==> src/rtl/elastic_pipe_n.sv <==
// ---------------------------------------------------------------------------
// elastic_pipe_n
//   Parametrised chain of DEPTH elastic pipeline registers with a valid/ready
//   handshake, bubble collapse and a per-stage flush (squash). One instance
//   carries an arbitrary payload bundle between two datapath stages.
//
//   Stage DEPTH-1 drives the output. Ready propagates combinationally from
//   out_ready back to in_ready, so there is no skid buffer.
//   A flushed stage drops the item it holds. It also drops any item that
//   would enter it in the same cycle. For the stage in front of it, a flushed
//   stage counts as free, so a flush never stalls upstream stages.
//
// Parameters
//   WIDTH      payload bits per stage
//   DEPTH      number of register stages (>= 1)
//
// Ports
//   clk        rising-edge clock
//   reset      asynchronous, active-high; clears all valid bits and data
//   in_valid   upstream presents in_data
//   in_ready   chain accepts in_data this cycle
//   in_data    payload entering stage 0
//   out_valid  stage DEPTH-1 holds an item
//   out_ready  downstream consumes out_data this cycle
//   out_data   payload of stage DEPTH-1
//   occ        items currently held (only with PIPE_OCC_COUNT_EN)
//   flush      flush[i] squashes stage i
//
// Configuration
//   PIPE_OCC_COUNT_EN  when defined, adds the occ port and its counter.
// ---------------------------------------------------------------------------
module elastic_pipe_n #(
  parameter int WIDTH = 32,
  parameter int DEPTH = 4
) (
  input  logic             clk,
  input  logic             reset,
  input  logic             in_valid,
  output logic             in_ready,
  input  logic [WIDTH-1:0] in_data,
  output logic             out_valid,
  input  logic             out_ready,
  output logic [WIDTH-1:0] out_data,
`ifdef PIPE_OCC_COUNT_EN
  output logic [$clog2(DEPTH+1)-1:0] occ,
`endif
  input  logic [DEPTH-1:0] flush
);

  logic [DEPTH-1:0] v_q;
  logic [DEPTH-1:0] v_d;
  logic [DEPTH-1:0] load_d;
  logic [DEPTH-1:0] src_v;
  logic [WIDTH-1:0] d_q   [DEPTH];
  logic [WIDTH-1:0] src_d [DEPTH];

  // adv[i] = stage i may load this cycle. Bit DEPTH stands for the consumer,
  // so the output stage uses the same recurrence as every other stage.
  logic [DEPTH:0] adv;

  always_comb begin
    // NOTE: every combinational output gets a default before any branch;
    // an unassigned path would infer a latch.
    adv        = '0;
    adv[DEPTH] = out_ready;
    for (int i = DEPTH - 1; i >= 0; i--) begin
      adv[i] = ~v_q[i] | flush[i] | adv[i+1];
    end
  end

  // What would enter each stage: stage 0 takes the input port. Every other
  // stage takes its predecessor, unless that predecessor is being flushed.
  always_comb begin
    src_v    = '0;
    src_v[0] = in_valid;
    src_d[0] = in_data;
    for (int i = 1; i < DEPTH; i++) begin
      src_v[i] = v_q[i-1] & ~flush[i-1];
      src_d[i] = d_q[i-1];
    end
  end

  // A flushed stage ends empty, even when it loads. An advancing stage takes
  // whatever arrives, which may be a bubble. A stalled stage keeps its item.
  always_comb begin
    v_d    = v_q;
    load_d = '0;
    for (int i = 0; i < DEPTH; i++) begin
      if (flush[i]) begin
        v_d[i] = 1'b0;
      end else if (adv[i]) begin
        v_d[i]    = src_v[i];
        load_d[i] = src_v[i];
      end
    end
  end

  always_ff @(posedge clk or posedge reset) begin
    if (reset) begin
      v_q <= '0;
      // NOTE: the payload registers are reset as well, because out_data must
      // read zero after reset and not hold stale contents.
      for (int i = 0; i < DEPTH; i++) begin
        d_q[i] <= '0;
      end
    end else begin
      // NOTE: state is updated with non-blocking assignments so that every
      // stage samples its predecessor's pre-edge value.
      v_q <= v_d;
      for (int i = 0; i < DEPTH; i++) begin
        if (load_d[i]) begin
          d_q[i] <= src_d[i];
        end
      end
    end
  end

  assign in_ready  = adv[0];
  assign out_valid = v_q[DEPTH-1];
  assign out_data  = d_q[DEPTH-1];

`ifdef PIPE_OCC_COUNT_EN
  localparam int OCC_W = $clog2(DEPTH + 1);

  logic [OCC_W-1:0] occ_q;
  logic [OCC_W-1:0] occ_d;

  // Next occupancy is the population of next-cycle valid bits. This count
  // includes new accepts and excludes consumed items and flushed items,
  // without counting any item twice. The case that matters is flush[DEPTH-1]
  // together with out_ready: that item is dropped and counted once.
  always_comb begin
    occ_d = '0;
    for (int i = 0; i < DEPTH; i++) begin
      occ_d = occ_d + OCC_W'(v_d[i]);
    end
  end

  always_ff @(posedge clk or posedge reset) begin
    if (reset) begin
      occ_q <= '0;
    end else begin
      occ_q <= occ_d;
    end
  end

  assign occ = occ_q;
`endif

endmodule

==> config.mk <==
export PLATFORM = sky130hd
export DESIGN_NAME = elastic_pipe_n
export DESIGN_NICKNAME = d
export VERILOG_FILES = /design/src/rtl/elastic_pipe_n.sv
export SDC_FILE = /design/constraint.sdc
export NUM_CORES = 1
export LEC_CHECK = 0
export BUFFER_PORTS_ARGS = -buffer_cell sky130_fd_sc_hd__buf_2
export CORE_MARGIN = 4
export CORE_UTILIZATION = 51
export DETAILED_ROUTE_END_ITERATION = 10
export GPL_ROUTABILITY_DRIVEN = 0
export PLACE_DENSITY_LB_ADDON = 0.3
export SYNTH_ARGS = -nofsm -noshare
export SYNTH_HDL_FRONTEND = slang
export SYNTH_SLANG_ARGS = --single-unit
==> constraint.sdc <==
create_clock -name clk -period 3.86 [get_ports clk]
set_input_delay 0.193 -clock clk [delete_from_list [all_inputs] [get_ports clk]]
set_output_delay 0.193 -clock clk [all_outputs]
set_load 0.05 [all_outputs]
---- Word level (Yosys, flattened, before mapping) ----
Cells that the tools add are included.
storage, ports and cells
  ROM bits ................................ 0
  latch bits .............................. 0
  input port bits ......................... 40
  memories ................................ 0
  memory bits (writable) .................. 0
  output and inout bits ................... 34
  register bits ........................... 132
  logic and storage cells ................. 46
cells by class
  add/sub/neg operators ................... 0
  multipliers ............................. 0
  reduce and logical (&&, ||, !) cells .... 4
  shift operators ......................... 0
  eq/ne operators ......................... 0
  div/mod/pow operators ................... 0
  bitwise logic cells ..................... 18
  order comparisons ....................... 0
  multiplexer cells ....................... 16
operator list
  cell               count
  $mux 1             16
  $or 1x1->1         8
  $reduce_bool 2->1  4
  $not 1->1          7
  $and 1x1->1        3

---- Longest topological paths before layout ----
Gate-level depths: netlist of run 1.
  depth after elaboration ................. 8
  depth in mapped cells ................... 4

---- Worst setup path before layout of run 1 ----
OpenSTA, ideal clock, no wires.
  kind .................................... register -> register
  from .................................... register v_q[3]
  to ...................................... register d_q[64] (netlist name)
  library setup time ...................... 0.128 ns
  stages on the path, launching flop included .. 5
  setup slack ............................. 2.001 ns
  data arrival time ....................... 1.731 ns
  period minus slack after synthesis ...... 1.859 ns
  data required time ...................... 3.732 ns
  cell sequence ........................... dfrtp_1 > nor4bb_4 > a211oi_2 > buf_2 > mux2_1
between the ends
  word-level cells in the longest chain between the ends .. 7
ends and longest elaborated chain
  what                             RTL line  source
  from (decl)                      50        logic [DEPTH-1:0] v_q;
  from (signal assigned)           109       v_q <= v_d;
  $not 1->1                        67        adv[i] = ~v_q[i] | flush[i] | adv[i+1];
  $or 1x1->1 (4 in series)         67
  $mux 1                           91        end else if (adv[i]) begin
  $mux 1                           89        if (flush[i]) begin
  to (signal, indexed assignment)  112       d_q[i] <= src_d[i];
  to (decl)                        54        logic [WIDTH-1:0] d_q [DEPTH];
Every way passes these cells.
A chain may end at the register's enable or synchronous reset.

---- Final worst setup path of run 1 ----
  from .................................... input flush[2]
  to ...................................... register d_q[32] (netlist name)
between the ends
  word-level cells in the longest chain between the ends .. 4
ends and longest elaborated chain
  what                      RTL line  source
  from (decl)               47        input logic [DEPTH-1:0] flush
  $or 1x1->1 (2 in series)  67
  $mux 1                    91
  $mux 1 (*)                89
Every way passes the cells marked *; elsewhere a longest branch is shown, timed or not.

==> results.cfg, run 1 <==
[yosys]
ys_warn_count = 0
synth.area.top_cells = dfrtp_1 63%, mux2_1 15%, mux2_2 13%
ys_types = 19
synth_edf_count = 0
yosysTopAreaCell = dfrtp_1
synth_top_cell_area_share_pct = 63.4
postSynthNetCount = 364
syn_area_sq_um = 5210
syn_area_per_cell_sq_um = 16.1
synth.ff_latch_count = 132
synth_common_cells = 132 x dfrtp_1, 70 x mux2_1, 58 x mux2_2
synth_cells = 324
yosysSeqAreaShare_pct = 63.4
synth_top_flop_cell = dfrtp_1
postSynth.asyncResetShare_pct = 100
yosysMostFrequentCell = dfrtp_1

[layout]
fin_area_sq_um = 6470
nFillCells = 722
drive_gt1_share_pct = 40.4
register_area_sq_um = 3300
area_growth_pct = 24.3
nNetsFinal = 453
antenna_cells = 0
multiInputGateArea_sq_um = 1610

[floorplan]
rows = 36
die_h_microns = 109
fp.dieArea_sq_um = 11900
core_region_area_sq_um = 9860
initial_utilization_pct = 52.8
die_w_microns = 109
ios = 74

[timing]
final.setup_skew_ps = 8.20
setup_viol = 0
drv_slew = 0
whs_ps = 65.0
fin_crit_ps = 2280
slew_headroom_pct = 35.6
tightestPinTransition_ps = 967
min_period_over_period_pct = 59.0
setup_tns_ps = 0
max_freq_mhz = 439
rsz0062_at_grt = false
hold_viol_final = 0

[cts]
cts_root_buffer = clkbuf_8
cts.clk_slew.worst_paths_ps = 60
tritoncts = done
cts.htree.levels = 4
cts-resized-gates = 0
clk_path_buf_depth = 2
clock_latency_ps = 510
cts_setup_buffers = 0
cts_hold_buf = 38
numClockSinks = 132
cts_inserted_buffers = 17

[critical_path]
endpoint_kind = flip-flop
r2r-start = v_q[2]$_DFFE_PP0P_
crit_fanout = 32
cp.arrival_ps = 2670
critPathTopFamily = compound AO/OA/AOI/OAI gates
critical-path-max-stage-delay_ps = 850
cp-start-kind = primary input
cpMaxStageDelayCell = a311o_2
path_buf_inv = 2
startpoint = flush[2]
critPathKind = in2reg
crit_chain = dlygate4sd3_1, buf_2, nor3b_2, a311o_2, mux2_2
worstPathRequired_ps = 4250

[hold_path]
hp-class = in2reg
hold_start = flush[0]

[outcome]
status = finished clean

[detailed_routing]
drc = 0
drt_iter0_drc = 84
drt_pre_antenna_iters = 4
dr_total_vias = 2796
finalWirelength_mm = 8.94
ant_nets = 0
wire_per_inst_microns = 16.0
viasPerCell = 5.00

[global_route]
grt_max_degree = 111
grt_antenna_before_repair = 0
grt_overflow_total = 0
grt_pass1_wl_mm = 15.3
grt_pass1_vias = 3029
grt_usage_pct = 17.0

[place]
hpwl_mm = 5.32
io_buffers = 73
dpl_cell_area_sq_um = 5480

[power_and_ir_drop]
p_per_area_nw_per_um2 = 580
ir_drop_v = 0.000311
power_leakage_nw = 3.18

[job]
drv_cap = 0
-- registers in the layout (all words and copies together) (netlist names) --
name / cells
d_q: 96
out_data: 32
v_q: 4
-- placed cells by master, fill, tap and decap left out --
| cell | instances |
|---|---|
| clkinv_4 | 1 |
| mux2_2 | 58 |
| mux2_1 | 70 |
| a21oi_1 | 1 |
| nand2_2 | 1 |
| nand2_1 | 1 |
| inv_1 | 1 |
| inv_6 | 6 |
| nor4bb_4 | 1 |
| clkbuf_8 | 1 |
| clkinv_2 | 1 |
| nor2b_1 | 1 |
| clkbuf_1 | 1 |
| a211oi_4 | 1 |
| a31oi_4 | 1 |
| nand2b_1 | 5 |
| nor3b_2 | 1 |
| buf_2 | 73 |
| bufinv_16 | 4 |
| dlygate4sd3_1 | 38 |
| clkinvlp_4 | 3 |
| a311o_2 | 1 |
| o22ai_1 | 1 |
| dfrtp_1 | 132 |
| o21ai_0 | 1 |
| clkbuf_16 | 16 |
| nand3_1 | 2 |
| buf_4 | 3 |
-- cell type report --
class | count | area share, %
Clock buffer | 18 | 6.46
Clock inverter | 14 | 3.09
Inverter | 2 | 0.193
Multi-Input combinational cell | 146 | 24.8
Sequential cell | 132 | 51.0
Tap cell | 133 | 2.57
Timing Repair Buffer | 114 | 11.9
-- per-layer routing --
layer  wire (microns)  share of wire (%)  GRT usage [%]
met3              401                4.5           4.85
met2             4610                 52           28.6
met5                0                  0              0
met1             3810                 43           21.3
met4              126                1.4           5.68
-- metrics by stage --
step	cells	power, W	worst slack (ps)	utilization (%)
2_1_floorplan	324	0.00199	141	-
3_3_place_gp	489	0.00206	1650	55.5
3_5_place_dp	489	0.00209	1560	55.5
4_1_cts	559	0.00380	1550	65.6
5_1_grt	559	0.00393	1460	65.6
6_report	559	0.00375	1580	65.6
-- path summary, 6_finish.rpt --
path	end	slack, ps	cells after the start
worst max-delay path	d_q[32]$_DFFE_PP0P_	1580	5
worst min-delay path	v_q[0]$_DFFE_PP0P_	70	4
worst max register to register	d_q[32]$_DFFE_PP0P_	1610	3
worst min register to register	d_q[86]$_DFFE_PP0P_	480	1
max in group asynchronous	d_q[102]$_DFFE_PP0P_	2520	4
min in group asynchronous	out_data[13]$_DFFE_PP0P_	460	3
-- logic make-up after synthesis --
group | count (synthesis) | synth area share, %
mux | 128 | 27.7
compound gates | 6 | 0.888
buf+inv | 46 | 6.27
simple gates | 12 | 1.78
flops | 132 | 63.4
-- worst min-delay path: stages --
cell,delay (ps)
buf_2,100
nor2b_1,70
nand3_1,110
nand2_1,60
-- power by group --
part / switching (W) / internal, W
Combinational: 0.000149 / 0.000200
Clock: 0.000605 / 0.00106
Sequential: 0.000114 / 0.00163
Total: 0.000868 / 0.00289
(Power assumes the default switching activity.)
==> run 2: changes to the inputs <==
- CORE_UTILIZATION: 51 -> 57
- clock period: 3.86 -> 2.2 ns (I/O delays scaled with it)
==> run 2 against run 1 <==
  * Total power increased by 76%
  * Critical path depth decreased by 2
  * Final cell count decreased by 2.5%
  * Routed wire length increased by 6.3%
  * Via count increased by 1.1%
  * Clock-buffer cell count increased by 1
  * Sequential share of layout area decreased by 0.71 points
  * Flip-flop and latch count unchanged
  * Global-route usage increased by 3.0 points
  * Utilization increased by 8.9 points
  * Worst setup slack got worse by 1200 ps
  * Non-clock buffer count increased by 11
==> results.cfg, run 2 (synthesis gave the netlist of run 1 again) <==
[timing]
setup_slack_ps = 338
slew_headroom_pct = 43.2
rsz0062_at_grt = false
final.setup_skew_ps = 7.24
min_period_over_period_pct = 84.6
max_freq_mhz = 537
fin_crit_ps = 1860
hold_viol_final = 0
tightestPinTransition_ps = 851
setup_tns_ps = 0
drv_slew = 0
setup_viol = 0

[critical_path]
critPathKind = reg2out
startpoint = v_q[3]$_DFFE_PP0P_
endpoint_kind = output pin
cp-start-kind = flip-flop
crit_fanout = 5
worstPathRequired_ps = 2090
cp.arrival_ps = 1750
r2r-start = v_q[2]$_DFFE_PP0P_

[cts]
cts.clk_slew.worst_paths_ps = 60
cts_root_buffer = clkbuf_8
clock_latency_ps = 510
cts_inserted_buffers = 17
cts-resized-gates = 0
numClockSinks = 132
cts.htree.levels = 4
clk_path_buf_depth = 2
tritoncts = done

[layout]
final_cell_mix = 132 x dfrtp_1, 73 x buf_2, 70 x mux2_1, 58 x mux2_2, 41 x dlygate4sd3_1
largest_reg_flops = 96
antenna_cells = 0
nNetsFinal = 464
drive_gt1_share_pct = 41.2
mostFrequentLayoutCell = dfrtp_1
area_growth_pct = 26.0
fin_area_sq_um = 6570
top_register = d_q

[global_route]
grt_max_degree = 47
grt_usage_pct = 20.0
grt_pass1_wl_mm = 16.8
grt_pass1_vias = 3355
grt_antenna_before_repair = 0
grt_overflow_total = 0

[detailed_routing]
wire_per_inst_microns = 17.4
finalWirelength_mm = 9.51
dr_total_vias = 2828
drt_iter0_drc = 67
ant_nets = 0
drc = 0
drt_pre_antenna_iters = 4
viasPerCell = 5.19

[floorplan]
rows = 34
ios = 74
core_region_area_sq_um = 8810
die_w_microns = 104
die_h_microns = 104
initial_utilization_pct = 59.2
fp.dieArea_sq_um = 10700

[job]
drv_cap = 0

[power_and_ir_drop]
totalPowerFinal_w = 0.00659
ir_drop_v = 0.000587
power_leakage_nw = 3.25
p_per_area_nw_per_um2 = 1000

[hold_path]
hp-class = in2async

[place]
io_buffers = 73
hpwl_mm = 5.87
dpl_cell_area_sq_um = 5540
post-place-ws_ps = 326

[outcome]
status = finished clean
run 2: cell types whose count changed in the layout (fill, tap and decap cells not counted):
cell / previous run / this run
clkinv_2: 1 / 4
buf_4: 3 / 8
dlygate4sd3_1: 38 / 41
clkbuf_8: 1 / 2
buf_12: 0 / 3
inv_6: 6 / 0
clkinv_4: 1 / 4
clkinvlp_4: 3 / 2
run 2: timing repair:
| action | in CTS | in global routing |
|---|---|---|
| hold endpoints to repair | 65 | 0 |
| setup buffers | 0 | 0 |
| endpoints found under the setup margin | 0 | 0 |
| hold buffers | 41 | 0 |
run 2: power by group:
group	internal (W)	total [W]	leakage (nW)	switching (W)
combinational	0.000364	0.000642	1.27	0.000278
sequential	0.00286	0.00307	1.69	0.000215
clock	0.00187	0.00288	0.302	0.00101
total	0.00509	0.00659	3.25	0.00151
run 2: worst max-delay path, stage by stage, from the launching register on:
cell and delay (ps):
dfrtp_1 440, nor4bb_4 400, nand3_1 150, buf_2 250
run 2: area by class of cell:
| class | instances | area [sq um] |
|---|---|---|
| Clock inverter | 13 | 183 |
| Clock buffer | 19 | 432 |
| Inverter | 2 | 11.3 |
| Multi-Input combinational cell | 146 | 1610 |
| Fill cell | 547 | 2240 |
| Tap cell | 108 | 135 |
| Timing Repair Buffer | 125 | 896 |
| Sequential cell | 132 | 3300 |
run 2: metal layers:
| layer | wire length (microns) | global-route usage, % | part of all wire, % |
|---|---|---|---|
| met4 | 96 | 5.89 | 1.0 |
| met1 | 4130 | 24.7 | 43 |
| met5 | 0 | 0 | 0 |
| met2 | 4830 | 33.6 | 51 |
| met3 | 447 | 6.97 | 4.7 |
run 2: worst paths after layout:
kind | end | slack [ps] | cells after the start
max reg2reg | d_q[35]$_DFFE_PP0P_ | 340 | 3
min reg2reg | d_q[89]$_DFFE_PP0P_ | 480 | 1
max | in_ready | 340 | 3
min | out_data[16]$_DFFE_PP0P_ | 290 | 3
min in group clk | d_q[120]$_DFFE_PP0P_ | 350 | 3
max in group asynchronous | d_q[50]$_DFFE_PP0P_ | 1240 | 4
run 2: stage by stage:
step           hold WS, ps  util (%)  instances
2_1_floorplan          173         -        324
6_report               285      74.6        545
5_1_grt                330      74.6        545
3_5_place_dp           291      62.9        472
4_1_cts                297      74.6        545
3_3_place_gp           281      62.9        472
==> run 3: changes to the inputs <==
- CORE_UTILIZATION: 57 -> 51
- clock period: 2.2 -> 1.68 ns (I/O delays scaled with it)
==> run 3 against run 2 <==
  * Largest cell class unchanged
  * Utilization shrank 5.5 points
  * First-iteration DRC count shrank 1.5%
  * Final cell count grew 6.2%
  * Worst setup slack lost 370 ps
  * Total power grew 25%
  * Clock-buffer cell count grew 7
  * Largest power group unchanged
  * Sequential power grew 31%
  * Flip-flop and latch count is the same
  * The flow now finishes with violations (negative setup slack)
  * Register-to-register slack lost 370 ps
  * Global-route usage shrank 1.8 points
  * Combinational power grew 51%
  * Highest routed layer unchanged
  * Clock power grew 13%
==> results.cfg, run 3 (synthesis gave the netlist of run 1 again) <==
[layout]
drive_gt1_share_pct = 47.3
finalNonFillerCells = 579
finish.utilization_pct = 69.1
largest_reg_flops = 96
register_area_sq_um = 3300
antenna_cells = 0
final_cell_mix = 132 x dfrtp_1, 72 x buf_2, 58 x mux2_2, 47 x mux2_1, 42 x dlygate4sd3_1
area_growth_pct = 30.8
nFillCells = 646
top_register = d_q
mostFrequentLayoutCell = dfrtp_1
nNetsFinal = 475
multiInputGateArea_sq_um = 1710

[cts]
cts_inserted_buffers = 17
cts.clk_slew.worst_paths_ps = 50
numClockSinks = 132
cts_root_buffer = clkbuf_8
cts.htree.levels = 4
clk_path_buf_depth = 2
clock_latency_ps = 510
tritoncts = done

[floorplan]
fp.dieArea_sq_um = 11900
die_h_microns = 109
core_region_area_sq_um = 9860
initial_utilization_pct = 52.8
ios = 74
die_w_microns = 109
rows = 36

[detailed_routing]
viasPerCell = 5.01
drt_iter0_drc = 66
drt_pre_antenna_iters = 4
wire_per_inst_microns = 17.2
finalWirelength_mm = 9.96
drc = 0
dr_total_vias = 2899
ant_nets = 0

[global_route]
grt_max_degree = 68
grt_pass1_wl_mm = 16.0
grt_pass1_vias = 3204
grt_overflow_total = 0
grt_usage_pct = 18.2
grt_antenna_before_repair = 0

[critical_path]
endpoint_kind = flip-flop
cp-start-kind = flip-flop
path_buf_inv = 3
crit_chain = nor3b_4, buf_6, a211oi_4, buf_6, buf_8, mux2_1
crit_fanout = 7
worstPathRequired_ps = 2070
cp.arrival_ps = 2100
cpMaxStageDelayCell = dfrtp_1
critPathTopFamily = buffers and inverters
cp_common_cell = buf_6
critPathKind = reg2reg
critical-path-max-stage-delay_ps = 390

[place]
hpwl_mm = 5.86
io_buffers = 73
dp_cells = 498

[timing]
setup_slack_ps = -34.0
hold_viol_final = 0
min_period_over_period_pct = 102
fin_crit_ps = 1710
final.setup_skew_ps = 6.88
tightestPinTransition_ps = 348
setup_viol = 24
rsz0062_at_grt = true
drv_slew = 0
max_freq_mhz = 583
slew_headroom_pct = 76.8

[job]
drv_cap = 0

[outcome]
failed_checks = negative setup slack
status = complete, but fails checks

[power_and_ir_drop]
ir_drop_v = 0.00110
power_leakage_nw = 3.40
p_per_area_nw_per_um2 = 1210

[hold_path]
hp-class = in2reg
[run 3: changes by cell type in the layout (fill, tap and decap cells not counted), moves of 4 or more]
cell and change:
buf_12 +4, clkbuf_8 +6, mux2_1 -23, clkinv_4 -4
mux2_4 +23, bufinv_16 -4, buf_6 +4
[run 3: tightest hold or removal path, cell delays in order]
cell	delay, ps
buf_2	120
nand2b_1	190
o22ai_1	120
[run 3: layer usage]
| layer | wire length [microns] | part of all wire, % | vias up | global-route usage, % |
|---|---|---|---|---|
| li1 | - | - | 1326 | - |
| met1 | 4210 | 42 | 1497 | 21.9 |
| met2 | 5150 | 52 | 69 | 30.6 |
| met3 | 523 | 5.2 | 7 | 6.04 |
| met4 | 76 | 0.76 | 0 | 6.76 |
| met5 | 0 | 0 | - | 0 |
[run 3: worst paths after layout]
| check | cells past startpoint | to | slack (ps) | start |
|---|---|---|---|---|
| worst max-delay path | 6 | d_q[70]$_DFFE_PP0P_ | -30 | v_q[2]$_DFFE_PP0P_ |
| worst min-delay path | 3 | v_q[1]$_DFFE_PP0P_ | 50 | flush[0] |
| worst max register to register | 6 | d_q[70]$_DFFE_PP0P_ | -30 | v_q[2]$_DFFE_PP0P_ |
| worst min register to register | 1 | d_q[72]$_DFFE_PP0P_ | 480 | d_q[72]$_DFFE_PP0P_ |
| max in group asynchronous | 4 | d_q[58]$_DFFE_PP0P_ | 1150 | reset |
| min in group asynchronous | 4 | out_data[17]$_DFFE_PP0P_ | 240 | reset |
[run 3: through the flow]
step	area (sq um)	setup TNS (ps)	setup slack, ps	hold WS (ps)	total power [W]
6_report	6810	-330	-34.0	54.9	0.00826
5_1_grt	6810	-2100	-84.3	52.5	0.00864
4_1_cts	6730	-48.3	-13.5	17.5	0.00829
3_5_place_dp	5620	-67.4	-12.9	243	0.00484
3_3_place_gp	5620	0	42.3	232	0.00476
2_1_floorplan	5210	-16150	-179	147	0.00458
[run 3: area by class of cell]
| type | instances | share of cell area [%] |
|---|---|---|
| sequential | 132 | 48.5 |
| multi-input combinational | 146 | 25.0 |
| timing repair buffer | 136 | 16.0 |
| clock buffer | 26 | 7.60 |
| tap | 133 | 2.44 |
| clock inverter | 4 | 0.294 |
| inverter | 2 | 0.165 |
[run 3: repair_timing]
| item | 4_1_cts | 5_1_grt |
|---|---|---|
| hold buffers | 42 | 0 |
| buffers inserted | 5 | 2 |
| pin swaps | 2 | 0 |
| cloned | 2 | 1 |
| hold endpoints to repair | 168 | 0 |
| gates resized for setup | 23 | 19 |
| setup endpoints to repair | 17 | 73 |
[run 3: power breakdown]
part           internal (W)  switching, W
sequential          0.00374      0.000283
clock               0.00206       0.00120
combinational      0.000593      0.000374
